File: src/rtl/conv_window_sequencer.sv
// conv_window_sequencer
//   Walks a KxK window over every output pixel of an iw x ih image and streams
//   the taps, in order, to the XNOR/popcount datapath. In-bounds taps cost one
//   word read from the image memory. Padded taps are emitted as zero without
//   touching memory.
//   Loop order, outer to inner: j (row), i (col), wj, wi. Window offsets run
//   from -PAD to +PAD, where PAD = (K-1)/2.
// Ports
//   clk_i / rst_i            clock, async active-high reset
//   start_i                  job start, honoured only while idle
//   iw_i, ih_i, base_addr_i  job config, latched at start
//   busy_o, done_o           job in progress / one-cycle completion pulse
//   mem_req_o, mem_addr_o    read request, address held until mem_gnt_i
//   mem_gnt_i                read request accepted
//   mem_rvalid_i, mem_rdata_i  read response
//   out_valid_o, out_data_o, out_last_o, out_ready_i
//                            tap stream; out_last_o marks the last tap of a window
module conv_window_sequencer #(
  parameter int ADDR_W = 32,
  parameter int DATA_W = 32,
  parameter int K      = 3
) (
  input  logic              clk_i,
  input  logic              rst_i,
  input  logic              start_i,
  input  logic [15:0]       iw_i,
  input  logic [15:0]       ih_i,
  input  logic [ADDR_W-1:0] base_addr_i,
  output logic              busy_o,
  output logic              done_o,
  output logic              mem_req_o,
  output logic [ADDR_W-1:0] mem_addr_o,
  input  logic              mem_gnt_i,
  input  logic              mem_rvalid_i,
  input  logic [DATA_W-1:0] mem_rdata_i,
  output logic              out_valid_o,
  output logic [DATA_W-1:0] out_data_o,
  output logic              out_last_o,
  input  logic              out_ready_i
);

  localparam int PAD = (K - 1) / 2;
  localparam logic signed [17:0] PAD_S  = 18'(PAD);
  localparam logic signed [17:0] NPAD_S = -PAD_S;

  typedef enum logic [2:0] {S_IDLE, S_CHECK, S_REQ, S_WAIT, S_EMIT, S_DONE} state_e;

  state_e                state_q, state_d;
  logic [15:0]           iw_q, iw_d, ih_q, ih_d;
  logic [ADDR_W-1:0]     base_q, base_d;
  logic [15:0]           i_q, i_d, j_q, j_d;
  logic signed [17:0]    wi_q, wi_d, wj_q, wj_d;
  logic [ADDR_W-1:0]     addr_q, addr_d;
  logic                  req_q, req_d;
  logic [DATA_W-1:0]     data_q, data_d;
  logic                  valid_q, valid_d, last_q, last_d;
  logic                  done_q, done_d, busy_q, busy_d;

  // Tap geometry for the current counter values
  logic signed [17:0]    x, y;
  logic                  pad, win_last, final_tap;
  logic [31:0]           lin;
  logic [ADDR_W-1:0]     tap_addr;

  always_comb begin
    x         = $signed({2'b00, i_q}) + wi_q;
    y         = $signed({2'b00, j_q}) + wj_q;
    pad       = x[17] | y[17] | (x >= $signed({2'b00, iw_q})) | (y >= $signed({2'b00, ih_q}));
    // Only used when not padded, so x and y are non-negative and fit in 16 bits.
    // The largest value, 65535*65535 + 65535, still fits in 32 bits.
    lin       = 32'(y[15:0]) * 32'(iw_q) + 32'(x[15:0]);
    tap_addr  = base_q + ADDR_W'(lin);
    win_last  = (wi_q == PAD_S) && (wj_q == PAD_S);
    final_tap = win_last && (i_q == iw_q - 16'd1) && (j_q == ih_q - 16'd1);
  end

  always_comb begin
    state_d = state_q;
    iw_d    = iw_q;
    ih_d    = ih_q;
    base_d  = base_q;
    i_d     = i_q;
    j_d     = j_q;
    wi_d    = wi_q;
    wj_d    = wj_q;
    addr_d  = addr_q;
    req_d   = req_q;
    data_d  = data_q;
    valid_d = valid_q;
    last_d  = last_q;
    case (state_q)
      S_IDLE: begin
        if (start_i) begin
          iw_d   = iw_i;
          ih_d   = ih_i;
          base_d = base_addr_i;
          i_d    = '0;
          j_d    = '0;
          wi_d   = NPAD_S;
          wj_d   = NPAD_S;
          state_d = (iw_i == 16'd0 || ih_i == 16'd0) ? S_DONE : S_CHECK;
        end
      end
      S_CHECK: begin
        if (pad) begin
          data_d  = '0;
          valid_d = 1'b1;
          last_d  = win_last;
          state_d = S_EMIT;
        end else begin
          addr_d  = tap_addr;
          req_d   = 1'b1;
          state_d = S_REQ;
        end
      end
      S_REQ: begin
        if (mem_gnt_i) begin
          req_d   = 1'b0;
          state_d = S_WAIT;
        end
      end
      S_WAIT: begin
        if (mem_rvalid_i) begin
          data_d  = mem_rdata_i;
          valid_d = 1'b1;
          last_d  = win_last;
          state_d = S_EMIT;
        end
      end
      S_EMIT: begin
        if (out_ready_i) begin
          valid_d = 1'b0;
          last_d  = 1'b0;
          data_d  = '0;
          // Odometer step: wi is the fastest digit, then wj, then i, then j
          if (wi_q != PAD_S) begin
            wi_d = wi_q + 18'sd1;
          end else begin
            wi_d = NPAD_S;
            if (wj_q != PAD_S) begin
              wj_d = wj_q + 18'sd1;
            end else begin
              wj_d = NPAD_S;
              if (i_q != iw_q - 16'd1) begin
                i_d = i_q + 16'd1;
              end else begin
                i_d = '0;
                j_d = j_q + 16'd1;
              end
            end
          end
          state_d = final_tap ? S_DONE : S_CHECK;
        end
      end
      S_DONE:  state_d = S_IDLE;
      default: state_d = S_IDLE;
    endcase
    // done_o is registered from the DONE state, so it shows in the cycle after DONE
    done_d = (state_q == S_DONE);
    busy_d = (state_d != S_IDLE);
  end

  always_ff @(posedge clk_i or posedge rst_i) begin
    if (rst_i) begin
      state_q <= S_IDLE;
      iw_q    <= '0;
      ih_q    <= '0;
      base_q  <= '0;
      i_q     <= '0;
      j_q     <= '0;
      wi_q    <= '0;
      wj_q    <= '0;
      addr_q  <= '0;
      req_q   <= 1'b0;
      data_q  <= '0;
      valid_q <= 1'b0;
      last_q  <= 1'b0;
      done_q  <= 1'b0;
      busy_q  <= 1'b0;
    end else begin
      state_q <= state_d;
      iw_q    <= iw_d;
      ih_q    <= ih_d;
      base_q  <= base_d;
      i_q     <= i_d;
      j_q     <= j_d;
      wi_q    <= wi_d;
      wj_q    <= wj_d;
      addr_q  <= addr_d;
      req_q   <= req_d;
      data_q  <= data_d;
      valid_q <= valid_d;
      last_q  <= last_d;
      done_q  <= done_d;
      busy_q  <= busy_d;
    end
  end

  assign busy_o      = busy_q;
  assign done_o      = done_q;
  assign mem_req_o   = req_q;
  assign mem_addr_o  = addr_q;
  assign out_valid_o = valid_q;
  assign out_data_o  = data_q;
  assign out_last_o  = last_q;

endmodule
File: config.mk
export PLATFORM = sky130hd
export DESIGN_NAME = conv_window_sequencer
export DESIGN_NICKNAME = d
export VERILOG_FILES = /design/src/rtl/conv_window_sequencer.sv
export SDC_FILE = /design/constraint.sdc
export NUM_CORES = 1
export LEC_CHECK = 0
export CAP_MARGIN = 10
export CORE_MARGIN = 2
export CORE_UTILIZATION = 55
export DETAILED_ROUTE_END_ITERATION = 10
export GPL_TIMING_DRIVEN = 1
export PLACE_DENSITY = 0.79
export SYNTH_ARGS = -nofsm -noshare
export SYNTH_HDL_FRONTEND = slang
export SYNTH_SLANG_ARGS = --single-unit
File: constraint.sdc
create_clock -name clk_i -period 7.45 [get_ports clk_i]
set_input_delay 1.49 -clock clk_i [delete_from_list [all_inputs] [get_ports clk_i]]
set_output_delay 1.49 -clock clk_i [all_outputs]
set_load 0.05 [all_outputs]
==> impl_metrics.csv, run 1 <==
group,metric,value,unit
route,remaining_drc_errors,0,
route,vias,18000,
timing,setup_repair_after_global_routing_missed_its_margin,"yes",
floorplan,die_outline_area,0.0412,mm²
run,maxCapViolations,0,
logic_synthesis,synthesis.area_per_instance,9.22,µm²
worst_setup_path,worstPathRequired,7900,ps
route,postRouteAntennaNets,0,
finish,n_antenna_cell,0,
outcome,status,"finished, violations left",
clock_network,insertion_delay,570,ps
logic_synthesis,yosysWarningCount,0,
clock_network,root_buffer_selected_by_cts,"clkbuf_16",
logic_synthesis,syn_area,0.0218,mm²
timing,final_hold_viol_count,0,
place,gp_routability_congestion,0.904,
logic_synthesis,synth-main-ff-cell,"dfrtp_1",
worst_setup_path,critical_path_arrival,8260,ps
worst_setup_path,crit_top_cell,"fa_1",
clock_network,cts.reportedPaths.clkPinSlew,60,ps
clock_network,hold_buffers,0,
route,detail_route.vias_per_cell,5.69,
logic_synthesis,synth.ff_latch_count,204,
global_route,globalRouteOverflowTotal,0,
route,detailedRoute.firstIterationViolations,1240,
clock_network,cts_htree_levels,1,
timing,min_period_over_period,1.05,
logic_synthesis,synth.yosys.seq_area_share,0.234,
route,routed_wl,59300,µm
worst_setup_path,cp-end-kind,"register",
finish,syn2layout_area_growth,21.1,%
logic_synthesis,netlist_instances,2363,
logic_synthesis,synth_async_sr_flop_share,1.00,
global_route,grt_util_all_layers,0.289,
floorplan,ioPinCount,171,
global_route,antenna_found_initial,0,
floorplan,die_width,203,µm
clock_network,number_of_sinks_driven_by_the_clock_tree,204,
route,wl_per_cell,18.7,µm
global_route,first_global_vias,18600,
logic_synthesis,synth.net_count,2877,
worst_setup_path,crit_buf_inv,6,
place,port_buffers,170,
timing,max_slew.worst_pin.slew,986,ps
finish,fill_cells,3013,
timing,tns,-3130,ps
clock_network,clock_path_buffers,3,
global_route,grt_first_pass_wirelength,94900,µm
logic_synthesis,synthDistinctLibCells,87,
global_route,largest_net_degree_at_the_start_of_global_routing,150,
worst_setup_path,critical-path-top-delay-family,"adder cells",
worst_setup_path,setup.worst_path.class,"register to register",
clock_network,cts_tree,"done",
worst_setup_path,critPathLaunchType,"register",
finish,multiInputGateArea,0.0153,mm²
clock_network,number_of_buffers_created_by_cts,25,
timing,maxSlewViolCount,0,
floorplan,rows,72,
logic_synthesis,synth-edff-count,0,
floorplan,initial_utilization,0.560,
timing,max_slew_margin,0.342,
timing,fin_skew,11.6,ps
worst_setup_path,cpMaxStageDelayCell,"fa_1",
place,dp_hpwl,46300,µm
hold_path,min-delay-path-class,"register to register",
floorplan,core_region_area,0.0389,mm²
worst_setup_path,critical-path-max-stage-delay,570,ps
outcome,violations_in_the_final_reports,"negative setup slack",
finish,post_route_cells_drive_above_1_share,0.136,
route,drt_pre_antenna_iters,6,
timing,fmax,0.128,GHz
worst_setup_path,worst-path-max-fanout,4,
timing,post-route-min-period,7800,ps
finish,register_area,0.00510,mm²
finish,final_net_count,3149,
timing,final_setup_violations,13,
timing,finalWorstSetupSlack,-354,ps
floorplan,die_h,203,µm
==> per-stage QoR <==
stage / setup WS, ps / hold slack (ps) / utilization / cell area [µm²] / std cells
5_1_grt: -641 / 511 / 0.678 / 26400 / 3170
3_5_place_dp: -527 / 482 / 0.643 / 25000 / 3106
3_3_place_gp: -387 / 467 / 0.643 / 25000 / 3106
2_1_floorplan: -46.2 / 487 / - / 21900 / 2363
6_report: -354 / 489 / 0.678 / 26400 / 3170
4_1_cts: -326 / 495 / 0.668 / 26000 / 3156
==> layer usage <==
metal  track usage  wire [µm]
met1         0.370      23900
met2         0.499      29100
met3        0.0520       4520
met4        0.0860       1860
met5             0          0
==> synthesized netlist by cell type (4+ instances only) <==
cell type,instances,area (µm²)
and3_1,26,163
nand2b_1,6,37.5
buf_2,6,30.0
o211ai_1,7,52.6
mux2_1,5,56.3
inv_1,408,1530
o21ai_1,8,40.0
buf_4,7,52.6
or2_2,7,43.8
nand2_1,228,856
a22o_1,34,298
o21a_1,21,158
nor4b_1,5,43.8
clkbuf_1,69,259
dfrtp_1,204,5100
ha_1,169,2110
nand4_1,39,244
nor4_1,17,106
nor2b_1,9,56.3
and2_1,140,876
xnor2_1,66,578
nor3_1,25,125
mux2_2,14,158
fa_1,243,4860
a221oi_1,4,35.0
o21ai_0,108,541
a211oi_1,14,105
o21bai_1,9,67.6
xor2_1,68,596
buf_1,6,22.5
and4_1,4,35.0
o2111ai_1,4,35.0
a211o_1,4,35.0
a21o_1,27,203
a41oi_1,5,43.8
nand3_1,48,240
or3_1,22,138
nor2_1,112,420
a31oi_1,7,43.8
a21oi_1,62,310
mux2_4,20,300
mux2i_1,6,60.1
==> sequential cells by signal, indices dropped and copies added, names as in the netlist <==
signal / cells
wj_q: 18
out_data_o: 32
out_last_o: 1
state_q: 3
i_q: 16
done_o: 1
base_q: 32
mem_addr_o: 32
busy_o: 1
out_valid_o: 1
iw_q: 16
j_q: 16
ih_q: 16
wi_q: 18
mem_req_o: 1
==> layout make-up <==
cell class	count	area share
clock buffer	33	0.0260
clock inverter	11	0.00431
inverter	410	0.0587
multi-input combinational	1657	0.578
sequential	204	0.193
tap	518	0.0245
timing repair buffer	337	0.115
==> tightest hold or removal path, stage by stage, from the launching register on <==
cell	delay (ps)
dfrtp_1	350
nand2_1	50
nand2_1	60
==> repair_timing <==
item	CTS	global route
pin swaps	20	44
gates resized for setup	30	63
endpoints found under the setup margin	14	18
buffers inserted	6	14
cloned	0	0
==> worst paths after layout <==
check                                        start                         end  slack, ps  cells past startpoint
max in group asynchronous                    rst_i        iw_q[10]$_DFFE_PP0P_       4960                      3
hold reg to reg            out_valid_o$_DFFE_PP0P_     out_valid_o$_DFFE_PP0P_        490                      2
hold / removal             out_valid_o$_DFFE_PP0P_     out_valid_o$_DFFE_PP0P_        490                      2
setup / recovery               wj_q[0]$_DFFE_PP0P_  mem_addr_o[26]$_DFFE_PP0P_       -350                     32
setup reg to reg               wj_q[0]$_DFFE_PP0P_  mem_addr_o[26]$_DFFE_PP0P_       -350                     32
min in group asynchronous                    rst_i  mem_addr_o[31]$_DFFE_PP0P_       1330                      2
==> cells by family after synthesis <==
logic type                 synth area share
AOI/OAI and AO/OA                     0.110
xor gates and xnor gates             0.0538
adders and majority gates             0.320
buffers and inverters                0.0897
DFF                                   0.234
muxes                                0.0263
and+or+nand+nor                       0.165
==> cell usage in the layout (no fill, tap or decap), drive strengths merged, types with 34 or more instances in the layout <==
cell	Yosys	final
a22o	34	34
nor2	114	114
and2	140	140
xnor2	66	66
fa	243	243
dfrtp	204	204
ha	169	169
nand2	228	228
mux2	39	39
buf	23	167
xor2	68	68
clkdlybuf4s50	0	170
nand3	48	48
inv	409	410
a21oi	63	63
nand4	39	39
o21ai	116	116
Power of run 1 is not shown: default switching activity piles up to over one toggle a cycle in this logic, so the estimate is an artifact.
==> run 2: changes to the inputs <==
- CORE_UTILIZATION: 55 -> 61
- PLACE_DENSITY: 0.79 -> 0.83
- clock period: 7.45 -> 7.35 ns (I/O delays scaled with it)
==> impl_metrics.csv, run 2 (synthesis gave the netlist of run 1 again) <==
group,metric,value,unit
route,postRouteAntennaNets,0,
route,drt_pre_antenna_iters,8,
clock_network,hold_buffers,0,
global_route,largest_net_degree_at_the_start_of_global_routing,94,
finish,mostFrequentLayoutCell,"inv_1",
finish,post_route_cells_drive_above_1_share,0.133,
global_route,antenna_found_initial,0,
worst_setup_path,setup.worst_path.class,"register to register",
clock_network,root_buffer_selected_by_cts,"clkbuf_16",
outcome,status,"finished, violations left",
timing,fin_skew,27.4,ps
place,dp_hpwl,46100,µm
floorplan,ioPinCount,171,
floorplan,die_h,193,µm
hold_path,min-delay-path-class,"register to register",
worst_setup_path,critical_path_arrival,8270,ps
finish,syn2layout_area_growth,20.4,%
finish,layout.cells.most_common_list,"399 x inv_1, 238 x fa_1, 223 x nand2_1",
place,dpl.cell_count,3052,
timing,final_hold_viol_count,0,
clock_network,insertion_delay,560,ps
floorplan,die_outline_area,0.0373,mm²
worst_setup_path,cp-end-kind,"register",
place,port_buffers,170,
route,wl_per_cell,19.4,µm
run,maxCapViolations,0,
floorplan,die_width,193,µm
floorplan,rows,69,
timing,setup_repair_after_global_routing_missed_its_margin,"yes",
timing,finalWorstSetupSlack,-497,ps
timing,min_period_over_period,1.07,
finish,layout_cell_area_excl_fill,0.0262,mm²
clock_network,cts.reportedPaths.clkPinSlew,60,ps
route,remaining_drc_errors,0,
clock_network,clock_path_buffers,3,
floorplan,initial_utilization,0.616,
route,detailedRoute.firstIterationViolations,1544,
timing,tns,-4770,ps
clock_network,number_of_sinks_driven_by_the_clock_tree,204,
worst_setup_path,critPathLaunchType,"register",
route,vias,18400,
clock_network,number_of_buffers_created_by_cts,25,
timing,maxSlewViolCount,0,
route,detail_route.vias_per_cell,5.89,
timing,post-route-min-period,7850,ps
floorplan,core_region_area,0.0354,mm²
route,routed_wl,60300,µm
finish,fill_cells,2373,
timing,fmax,0.127,GHz
timing,final_setup_violations,15,
global_route,first_global_vias,19000,
clock_network,cts_htree_levels,1,
global_route,grt_util_all_layers,0.329,
finish,final_net_count,3151,
finish,n_antenna_cell,0,
global_route,grt_first_pass_wirelength,96400,µm
outcome,violations_in_the_final_reports,"negative setup slack",
clock_network,cts_tree,"done",
place,gp_routability_congestion,0.973,
worst_setup_path,critical-path-max-stage-delay,560,ps
timing,max_slew_margin,0.144,
worst_setup_path,worst-path-max-fanout,3,
timing,max_slew.worst_pin.slew,1280,ps
global_route,globalRouteOverflowTotal,0,
finish,layout.cells.non_filler,3116,
worst_setup_path,worstPathRequired,7780,ps
place,placement.cell_area,0.0249,mm²
worst_setup_path,cpMaxStageDelayCell,"fa_1",
==> run 2: changes by cell type in the layout (fill, tap and decap cells not counted), moves of 3 or more <==
cell	change
buf_4	+5
buf_12	-4
ha_4	-4
clkinv_2	-3
clkinv_4	+3
ha_1	+3
o21ai_1	-3
==> run 2: layer usage <==
metal,track usage,share of wire,up-vias
li1,-,-,8224
met1,0.424,0.40,9035
met2,0.550,0.48,904
met3,0.0715,0.090,199
met4,0.119,0.036,0
met5,0,0,-
==> run 2: worst paths after layout <==
check | depth (start not counted) | to | slack, ps | startpoint
min in group asynchronous | 2 | out_data_o[18]$_DFFE_PP0P_ | 1420 | rst_i
worst max register to register | 32 | mem_addr_o[26]$_DFFE_PP0P_ | -500 | j_q[0]$_DFFE_PP0P_
worst min register to register | 2 | out_valid_o$_DFFE_PP0P_ | 490 | out_valid_o$_DFFE_PP0P_
worst min-delay path | 2 | out_valid_o$_DFFE_PP0P_ | 490 | out_valid_o$_DFFE_PP0P_
worst max-delay path | 32 | mem_addr_o[26]$_DFFE_PP0P_ | -500 | j_q[0]$_DFFE_PP0P_
max in group asynchronous | 3 | j_q[8]$_DFFE_PP0P_ | 4580 | rst_i
==> run 2: critical path: cells and delay by family (launching register included) <==
family	cells	cell delay [ps]
AO/OA/AOI/OAI	10	2300
XOR/XNOR	2	170
adder cells (fa/ha/maj)	9	3780
buffers and inverters	7	390
flip-flops	1	380
multiplexers	1	250
AND/OR/NAND/NOR	3	430
==> run 2: repair_timing <==
| item | CTS | global route |
|---|---|---|
| buffers inserted | 12 | 10 |
| resized for setup | 39 | 36 |
| endpoints found under the setup margin | 16 | 19 |
| pin swaps | 31 | 18 |
==> run 2: cell type report <==
| cell class | instances | area, µm² | area share |
|---|---|---|---|
| multi-input cells | 1657 | 15200 | 0.577 |
| flip-flops and latches | 204 | 5100 | 0.194 |
| repair buffers | 339 | 3020 | 0.115 |
| inverters | 410 | 1550 | 0.0589 |
| clock buffers | 31 | 678 | 0.0258 |
| well taps | 461 | 577 | 0.0220 |
| clock inverters | 14 | 174 | 0.00663 |
==> run 2: through the flow <==
stage / utilization / hold WS, ps / setup slack (ps)
floorplan: - / 487 / -127
CTS: 0.735 / 494 / -546
finish: 0.742 / 494 / -497
global placement: 0.705 / 471 / -471
detailed placement: 0.705 / 462 / -611
global route: 0.742 / 520 / -801
Power of run 2 is left out for the same reason.
==> run 3: changes to the inputs <==
- CORE_MARGIN: 2 -> not set
==> impl_metrics.csv, run 3 (synthesis gave the netlist of run 1 again) <==
group,metric,value,unit
timing,fin_skew,8.38,ps
timing,final_setup_violations,14,
route,wl_per_cell,19.3,µm
floorplan,rows,68,
clock_network,cts_htree_levels,1,
worst_setup_path,worst-path-max-fanout,4,
floorplan,core_region_area,0.0349,mm²
global_route,first_global_vias,19100,
clock_network,number_of_buffers_created_by_cts,25,
global_route,grt_first_pass_wirelength,94000,µm
timing,min_period_over_period,1.05,
run,maxCapViolations,0,
timing,final_hold_viol_count,0,
finish,post_route_cells_drive_above_1_share,0.150,
worst_setup_path,reg2reg_to,"mem_addr_o[26]$_DFFE_PP0P_",
global_route,grt_util_all_layers,0.326,
route,remaining_drc_errors,0,
route,vias,18600,
place,placement.cell_area,0.0250,mm²
worst_setup_path,cp-end-kind,"register",
place,dp_hpwl,45500,µm
worst_setup_path,r2r_cells,33,
finish,n_antenna_cell,0,
finish,final_net_count,3180,
worst_setup_path,crit_buf_inv,6,
floorplan,die_h,191,µm
route,routed_wl,60600,µm
worst_setup_path,critPathLaunch,"wj_q[0]$_DFFE_PP0P_",
global_route,antenna_found_initial,1,
clock_network,cts.reportedPaths.clkPinSlew,60,ps
finish,layout_cell_area_excl_fill,0.0266,mm²
clock_network,cts_tree,"done",
finish,syn2layout_area_growth,22.0,%
global_route,globalRouteOverflowTotal,0,
route,detail_route.vias_per_cell,5.91,
timing,fmax,0.129,GHz
floorplan,die_width,191,µm
clock_network,root_buffer_selected_by_cts,"clkbuf_16",
worst_setup_path,setup.worst_path.class,"register to register",
global_route,largest_net_degree_at_the_start_of_global_routing,98,
worst_setup_path,crit_top_cell,"fa_1",
finish,mostFrequentLayoutCell,"inv_1",
worst_setup_path,cpMaxStageDelayCell,"fa_1",
floorplan,die_outline_area,0.0365,mm²
place,port_buffers,170,
place,gp_routability_congestion,0.933,
timing,maxSlewViolCount,0,
worst_setup_path,crit_end,"mem_addr_o[26]$_DFFE_PP0P_",
floorplan,initial_utilization,0.625,
worst_setup_path,launching_point_of_the_worst_reg2reg_path,"wj_q[0]$_DFFE_PP0P_",
floorplan,ioPinCount,171,
timing,setup_repair_after_global_routing_missed_its_margin,"yes",
worst_setup_path,critical_path_arrival,8190,ps
timing,max_slew.worst_pin.slew,979,ps
outcome,status,"finished, violations left",
timing,finalWorstSetupSlack,-403,ps
worst_setup_path,critical-path-max-stage-delay,530,ps
route,detailedRoute.firstIterationViolations,1523,
finish,utilization,0.763,
worst_setup_path,critical-path-top-delay-family,"adder cells",
worst_setup_path,worstPathRequired,7790,ps
route,drt_pre_antenna_iters,6,
worst_setup_path,r2r_setup_slack,-400,ps
hold_path,min-delay-path-class,"register to register",
timing,timing.hold.ws,479,ps
clock_network,clock_path_buffers,3,
timing,max_slew_margin,0.347,
outcome,violations_in_the_final_reports,"negative setup slack",
route,postRouteAntennaNets,0,
finish,layout.cells.most_common_list,"392 x inv_1, 235 x fa_1, 222 x nand2_1",
worst_setup_path,path_depth,33,
clock_network,insertion_delay,550,ps
clock_network,number_of_sinks_driven_by_the_clock_tree,204,
worst_setup_path,critPathLaunchType,"register",
timing,post-route-min-period,7750,ps
run 3: cell count changes in the layout (fill, tap and decap cells not counted), moves of 4 or more:
cell and change:
nor2_2 +4, inv_1 -7, clkinv_2 +4, buf_4 +25
inv_2 +6, ha_4 +4, a21oi_1 -4
run 3: cell type report:
| type | instances | area, µm² |
|---|---|---|
| inverter | 410 | 1550 |
| multi-input combinational | 1657 | 15300 |
| clock inverter | 14 | 139 |
| fill | 2337 | 8280 |
| timing repair buffer | 368 | 3270 |
| tap | 455 | 569 |
| clock buffer | 32 | 662 |
| sequential | 204 | 5100 |
run 3: worst min path at each step:
stage | depth (start not counted) | startpoint | slack [ps] | endpoint
2_1_floorplan | 1 | base_q[17]$_DFFE_PP0P_ | 490 | base_q[17]$_DFFE_PP0P_
3_3_place_gp | 2 | out_valid_o$_DFFE_PP0P_ | 460 | out_valid_o$_DFFE_PP0P_
3_5_place_dp | 2 | out_valid_o$_DFFE_PP0P_ | 470 | out_valid_o$_DFFE_PP0P_
4_1_cts | 2 | out_valid_o$_DFFE_PP0P_ | 480 | out_valid_o$_DFFE_PP0P_
5_1_grt | 2 | out_valid_o$_DFFE_PP0P_ | 510 | out_valid_o$_DFFE_PP0P_
6_report | 2 | out_valid_o$_DFFE_PP0P_ | 480 | out_valid_o$_DFFE_PP0P_
run 3: what timing repair did:
action / CTS / global route
pin swaps: 45 / 58
endpoints found under the hold margin: 0 / 0
setup endpoints to repair: 16 / 18
hold buffers: 0 / 0
setup buffers: 14 / 25
resized for setup: 48 / 62
run 3: stage by stage:
| step | setup slack (ps) | TNS, ps | cells |
|---|---|---|---|
| after CTS | -368 | -2880 | 3117 |
| after global placement | -389 | -3680 | 3058 |
| after detailed placement | -571 | -6160 | 3058 |
| after floorplan | -127 | -253 | 2363 |
| final | -403 | -3680 | 3140 |
| after global routing | -636 | -6930 | 3140 |
run 3: tightest hold or removal path: cells and delay by family, from the launching register on:
| kind | cells | cell delay [ps] |
|---|---|---|
| and+or+nand+nor | 2 | 110 |
| DFF | 1 | 340 |
run 3: metal layers:
layer | vias to the layer above | global-route usage | share of wire
met5 | - | 0 | 0
met4 | 0 | 0.172 | 0.060
met3 | 248 | 0.0483 | 0.075
met2 | 891 | 0.553 | 0.49
met1 | 9155 | 0.401 | 0.38
li1 | 8266 | - | -
Power of run 3 is left out for the same reason.
==> edit 1: new RTL, config.mk and constraints of run 2 <==
`addr_q` no longer has a reset.
--- a/src/rtl/conv_window_sequencer.sv
+++ b/src/rtl/conv_window_sequencer.sv
@@ -172,3 +172,2 @@
       wj_q    <= '0;
-      addr_q  <= '0;
       req_q   <= 1'b0;
@@ -188,3 +187,2 @@
       wj_q    <= wj_d;
-      addr_q  <= addr_d;
       req_q   <= req_d;
@@ -198,2 +196,6 @@
 
+  always_ff @(posedge clk_i) begin
+    addr_q <= addr_d;
+  end
+
   assign busy_o      = busy_q;
Formal check against the unedited RTL: no difference found for any inputs over 4 cycles, from zero or initial values and one cycle with rst_i high; that may be too few to reach the edited logic, so the function may still have changed.
==> edit 1 against run 2 <==
The run still ends with negative setup slack left. Non-clock buffer count grew 41. Hold slack better by 6.8 ps. Setup slack worse by 230 ps. Die area shrank 0.63%. Largest cell class unchanged. Critical path type unchanged. Critical endpoint is now mem_addr_o[28]. Routed wire length grew 2.9%. Area after synthesis shrank 0.64%. Final area increased by 1.6%. Sequential cell count unchanged.
Power is left out: the tool's default activity adds up to more than one toggle a clock period on the data nets, which glitch-free logic cannot reach.
==> edit 1: results (changes against run 2) <==
For the H-tree depth, the log shows 1 (unchanged). The worst-case setup slack after placement was -755 ps (was -611 ps). The run gives 8400 ps (was 8270 ps) as the signal arrival time at the worst endpoint. The final critical-path setup slack was -728 ps (was -497 ps); the average cell area after synthesis was 9.10 um2 (was 9.22 um2). The tools report the reg-to-reg critical path endpoint as mem_addr_o[28] (was mem_addr_o[26]).

The run gives 3 (unchanged) as the maximum buffer depth of the clock tree. The slowest cell on the critical path is sky130_fd_sc_hd__fa_2 (was sky130_fd_sc_hd__fa_1). The flow ran to the end, but the final reports show violations. The logs give 1470 (was 1544) for the DRC marker count from the first detailed-route iteration and 24.3% (was 23.4%) for the sequential share of the synthesized area. The number of cells on the worst reg-to-reg path is 33 (was 32). Most frequent cells after synthesis: sky130_fd_sc_hd__inv_1, sky130_fd_sc_hd__nand2_1, sky130_fd_sc_hd__fa_1 (was sky130_fd_sc_hd__inv_1, sky130_fd_sc_hd__fa_1, sky130_fd_sc_hd__nand2_1).

The half-perimeter wire length after placement came out at 45400 um (was 46100 um). The hold-critical path endpoint was base_q[31] (was out_valid_o). Reg-to-reg critical path startpoint: wj_q[0] (was j_q[0]). The top fanout value on the critical path was 5 (was 3); the number of unique standard cell types used by synthesis was 83 (was 87). The number of placed cells counting well taps was 3101 (was 3052); the detailed-route vias per instance was 5.83 (was 5.89).

The delay of the slowest critical-path stage was 530 ps (was 560 ps). The routed wire length per instance was 19.5 um (was 19.4 um); the share of final-layout standard cells stronger than drive strength 1 was 15.1% (was 13.3%). The logs give 0.965 (was 0.973) for the global placement routability congestion and 2894 (was 2877) for the number of nets produced by synthesis. For the worst-skew pair, the clock arrives at the later sink with an insertion delay of 570 ps. The pin slew with the least headroom to its limit is 1090 ps (was 1280 ps). The root buffer cell was sky130_fd_sc_hd__clkbuf_16 (unchanged).

The startpoint of the lowest-slack hold path is base_q[31] (was out_valid_o). The via count of the first global-routing pass came out at 19.0k (about the same). The total of warnings raised by yosys was 0 (unchanged); the cell area after placement was 25000 um2 (was 24900 um2). The final setup TNS came out at -5360 ps (was -4770 ps). The maximum number of pins on one net before global-route repair is 110 (was 94), and the total routing resource utilization after global routing is 33.0% (was 32.9%).

The number of enable-type register cells in the synthesized netlist works out to 32 (was 0). Biggest area contributors in the synthesized netlist: sky130_fd_sc_hd__fa_1, sky130_fd_sc_hd__dfrtp_1, sky130_fd_sc_hd__ha_1 (was sky130_fd_sc_hd__dfrtp_1, sky130_fd_sc_hd__fa_1, sky130_fd_sc_hd__ha_1). The number of nets in the finished design came out at 3216 (was 3151). The CTS buffer count is 25 (unchanged). The total length of routed wires was 62100 um (was 60300 um). The classification of the worst-slack hold path is register to register (unchanged). The cell type group with the largest total delay on the critical path is adder cells (unchanged).

Violated checks: negative setup slack (unchanged). The tools report the worst clock skew as 13.5 ps (was 27.4 ps). The async set-reset flop share out of synthesis is 84.3% (was 100%). The logs give 95700 um (was 96400 um) for the global-route wire length before repair and 15 (unchanged) for the final setup violation count.
edit 1: cell count changes in the layout (fill, tap and decap cells not counted), sizes merged, moves of 9 or more:
cell / delta
buf: +41
nand4: -10
a22o: -34
a21o: +11
nor2: -21
nand2: +106
edfxtp: +32
inv: -13
mux2: -37
dfrtp: -32
mux2i: +31
a21oi: +9
edit 1: cells by family (layout without fill, tap and decap cells):
kind of cell | Yosys count | in the layout | synth area share (%)
AO/OA/AOI/OAI | 321 | 321 | 9.22
multiplexers | 39 | 39 | 1.81
AND/OR/NAND/NOR | 792 | 792 | 18.3
adder cells (fa/ha/maj) | 412 | 412 | 32.2
buffers and inverters | 482 | 823 | 8.87
XOR/XNOR | 130 | 130 | 5.29
flip-flops | 204 | 204 | 24.3
edit 1: area by class of cell:
cell class / instances / area, um2
Clock inverter: 13 / 158
Timing Repair Buffer: 380 / 3400
Tap cell: 461 / 577
Multi-Input combinational cell: 1694 / 15100
Sequential cell: 204 / 5270
Inverter: 397 / 1500
Clock buffer: 33 / 676
Fill cell: 2270 / 8570
edit 1: layer usage:
layer	share of wire, %	global-route usage, %	up-vias	wire length (um)
li1	-	-	8293	-
met1	37	40.9	9120	23200
met2	50	56.4	897	30800
met3	7.5	4.87	249	4640
met4	5.5	16.4	0	3410
met5	0	0	-	0
edit 1: repair_timing:
action / 4_1_cts / 5_1_grt
endpoints found under the setup margin: 16 / 19
resized for setup: 79 / 73
setup buffers: 20 / 21
gates cloned: 1 / 0
pin swaps: 46 / 81
edit 1: metrics by stage:
| step | hold slack (ps) | util (%) |
|---|---|---|
| 5_1_grt | 526 | 75.7 |
| 4_1_cts | 508 | 74.7 |
| 6_report | 501 | 75.7 |
| 2_1_floorplan | 452 | - |
| 3_3_place_gp | 470 | 71.0 |
| 3_5_place_dp | 491 | 71.0 |
edit 1: worst max path at each step:
stage               startpoint              to  slack, ps  cells past startpoint
floorplan              wj_q[0]  mem_addr_o[30]       -380                     33
global placement       wj_q[0]  mem_addr_o[30]       -470                     32
detailed placement     wj_q[0]  mem_addr_o[30]       -760                     32
CTS                    wj_q[0]  mem_addr_o[30]       -630                     32
global route           wj_q[0]  mem_addr_o[28]       -920                     35
finish                 wj_q[0]  mem_addr_o[28]       -730                     33
edit 1: tightest hold or removal path, delay by kind of cell, from the launching register on:
kind             cells  cell delay [ps]
flip-flops           1              360
AND/OR/NAND/NOR      2              110
==> edit 2: new RTL, settings of run 2 <==
Made on the original files. Set the parameter `DATA_W` to 24 (it was 32).
--- a/src/rtl/conv_window_sequencer.sv
+++ b/src/rtl/conv_window_sequencer.sv
@@ -19,3 +19,3 @@
   parameter int ADDR_W = 32,
-  parameter int DATA_W = 32,
+  parameter int DATA_W = 24,
   parameter int K      = 3
Interface: changed (resized mem_rdata_i and out_data_o); port bits go from 171 to 155. No check against the original RTL was run, so the function may have changed too.
==> edit 2 against run 2 <==
The run still ends with negative setup slack left. Final area fell by 2.1%. Hold slack worse by 3.1 ps. Synthesized cell count rose by 1.1%. Routed wire length grew 3.5%. Setup slack worse by 22 ps. Global-route usage is 2.1 points higher. Die area down 1.4%. Sequential share of layout area decreased by 0.36 points. Core utilization up 0.059 points. Area after synthesis fell by 1.5%. Sequential cell count decreased by 8. Critical path type unchanged. Critical endpoint is now mem_addr_o[25]. Highest routed layer unchanged.
Power is left out: the tool's default activity adds up to more than one toggle a clock period on the data nets, which glitch-free logic cannot reach.
==> edit 2: results (changes against run 2) <==
Routed wire length per instance: 20.0 um (was 19.4 um). Relative slew slack: 31.5% (was 14.4%). Violated checks: negative setup slack (unchanged). The number of nets produced by synthesis came out at 2895 (was 2877). The maximum buffer depth of the clock tree was 2 (was 3); the vias after detailed routing was 18.7k (was 18.4k).

H-tree depth: 4 (was 1). Critical path startpoint: j_q[5] (was j_q[0]). The share of final-layout standard cells stronger than drive strength 1 works out to 12.8% (was 13.3%). The number of port buffers works out to 154 (was 170). The worst clock skew is 15.3 ps (was 27.4 ps). For the number of unique standard cell types used by synthesis, the log shows 80 (was 87). The total routing resource utilization after global routing was 35.0% (was 32.9%). For the CTS buffer count, the log shows 17 (was 25).

Biggest area contributors in the synthesized netlist: sky130_fd_sc_hd__dfrtp_1, sky130_fd_sc_hd__fa_1, sky130_fd_sc_hd__ha_1 (unchanged). The global placement routability congestion came out at 0.932 (was 0.973). For the maximum number of pins on one net before global-route repair, the log shows 100 (was 94). The run finished, with violations left. The signal arrival time at the worst endpoint is 8220 ps (was 8270 ps). Most frequent cells after synthesis: sky130_fd_sc_hd__inv_1, sky130_fd_sc_hd__nand2_1, sky130_fd_sc_hd__fa_1 (was sky130_fd_sc_hd__inv_1, sky130_fd_sc_hd__fa_1, sky130_fd_sc_hd__nand2_1).

The DRC marker count from the first detailed-route iteration is 1958 (was 1544). The sequential share of the synthesized area was 22.8% (was 23.4%). Detailed-route vias per instance: 6.00 (was 5.89). The tools report the final critical-path setup slack as -519 ps (was -497 ps). The tools report the root buffer cell as sky130_fd_sc_hd__clkbuf_16 (unchanged).

The tools report the number of fill cells in the layout as 2279 (was 2373). Clock latency reported for the late side of the worst-skew pair: 480 ps (was 560 ps). Critical path capture point: mem_addr_o[25] (was mem_addr_o[26]).

The reg-to-reg critical path endpoint is mem_addr_o[25] (was mem_addr_o[26]). The run gives 3153 (was 3151) as the number of nets in the finished design. Number of placed cells counting well taps: 3067 (was 3052). The number of antenna violations at the first check in global routing was 1 (was 0); the number of cells on the worst reg-to-reg path was 28 (was 32). The average cell area after synthesis is 8.99 um2 (was 9.22 um2), and the clock-pin slew reported for the worst setup and hold paths after clock tree synthesis is 80 ps (was 60 ps). The global-route wire length before repair is 99900 um (was 96400 um), and the final setup TNS is -3750 ps (was -4770 ps). The final setup violation count came out at 11 (was 15).

The highest clock frequency the design can meet was 127 MHz (about the same). The largest single stage delay on the critical path is 570 ps. Cell area after placement: 24600 um2 (was 24900 um2).
[edit 2: changes by cell type after synthesis, sizes merged, moves of 22 or more]
| cell | before | now |
|---|---|---|
| a21oi | 63 | 86 |
| nand2 | 228 | 283 |
| a32o | 0 | 24 |
| a22o | 34 | 2 |
| xnor2 | 66 | 97 |
| xor2 | 68 | 46 |
[edit 2: routing by layer]
metal | GRT usage [%] | wire, um | part of all wire (%) | vias to the layer above
met3 | 7.24 | 5710 | 9.2 | 248
met4 | 16.4 | 2840 | 4.5 | 0
met2 | 57.9 | 30000 | 48 | 1023
li1 | - | - | - | 8266
met5 | 0 | 0 | 0 | -
met1 | 44.3 | 23800 | 38 | 9168
[edit 2: worst min path at each step]
stage / depth (start not counted) / endpoint / startpoint / slack, ps
finish: 2 / out_valid_o / out_valid_o / 490
global route: 1 / mem_addr_o[12] / mem_addr_o[12] / 530
CTS: 2 / out_valid_o / out_valid_o / 500
detailed placement: 2 / out_valid_o / out_valid_o / 470
global placement: 2 / out_valid_o / out_valid_o / 470
floorplan: 2 / base_q[17] / base_q[17] / 450
[edit 2: cells by family (layout without fill, tap and decap cells)]
logic type	after synthesis	in the layout	synth area share [%]
XOR/XNOR	143	144	5.83
AND/OR/NAND/NOR	767	767	17.8
multiplexers	37	37	1.92
buffers and inverters	488	758	8.63
AO/OA/AOI/OAI	346	346	10.4
other	0	1	0
flip-flops	196	196	22.8
adder cells (fa/ha/maj)	412	412	32.5
[edit 2: area by class of cell]
cell class / count / area share [%]
Clock inverter: 10 / 0.448
Clock buffer: 22 / 1.81
Sequential cell: 196 / 19.1
Inverter: 398 / 5.84
Tap cell: 455 / 2.22
Timing Repair Buffer: 328 / 11.3
Multi-Input combinational cell: 1706 / 59.3
Antenna cell: 1 / 0.00974
[edit 2: repair_timing]
action / CTS / global route
endpoints found under the hold margin: 0 / 0
resized for setup: 47 / 45
endpoints found under the setup margin: 12 / 18
cloned: 1 / 0
buffers inserted: 10 / 5
pin swaps: 17 / 27
[edit 2: metrics by stage]
stage / setup slack (ps) / util [%]
finish: -519 / 74.2
global route: -713 / 74.2
CTS: -361 / 73.5
detailed placement: -433 / 70.9
global placement: -259 / 70.9
floorplan: -149 / -
[edit 2: worst max-delay path, delay by kind of cell (launching register included)]
family	cells	cell delay, ps
XOR/XNOR	2	320
flip-flops	1	390
AND/OR/NAND/NOR	2	430
AO/OA/AOI/OAI	12	2470
multiplexers	1	260
adder cells (fa/ha/maj)	8	3720
buffers and inverters	3	160
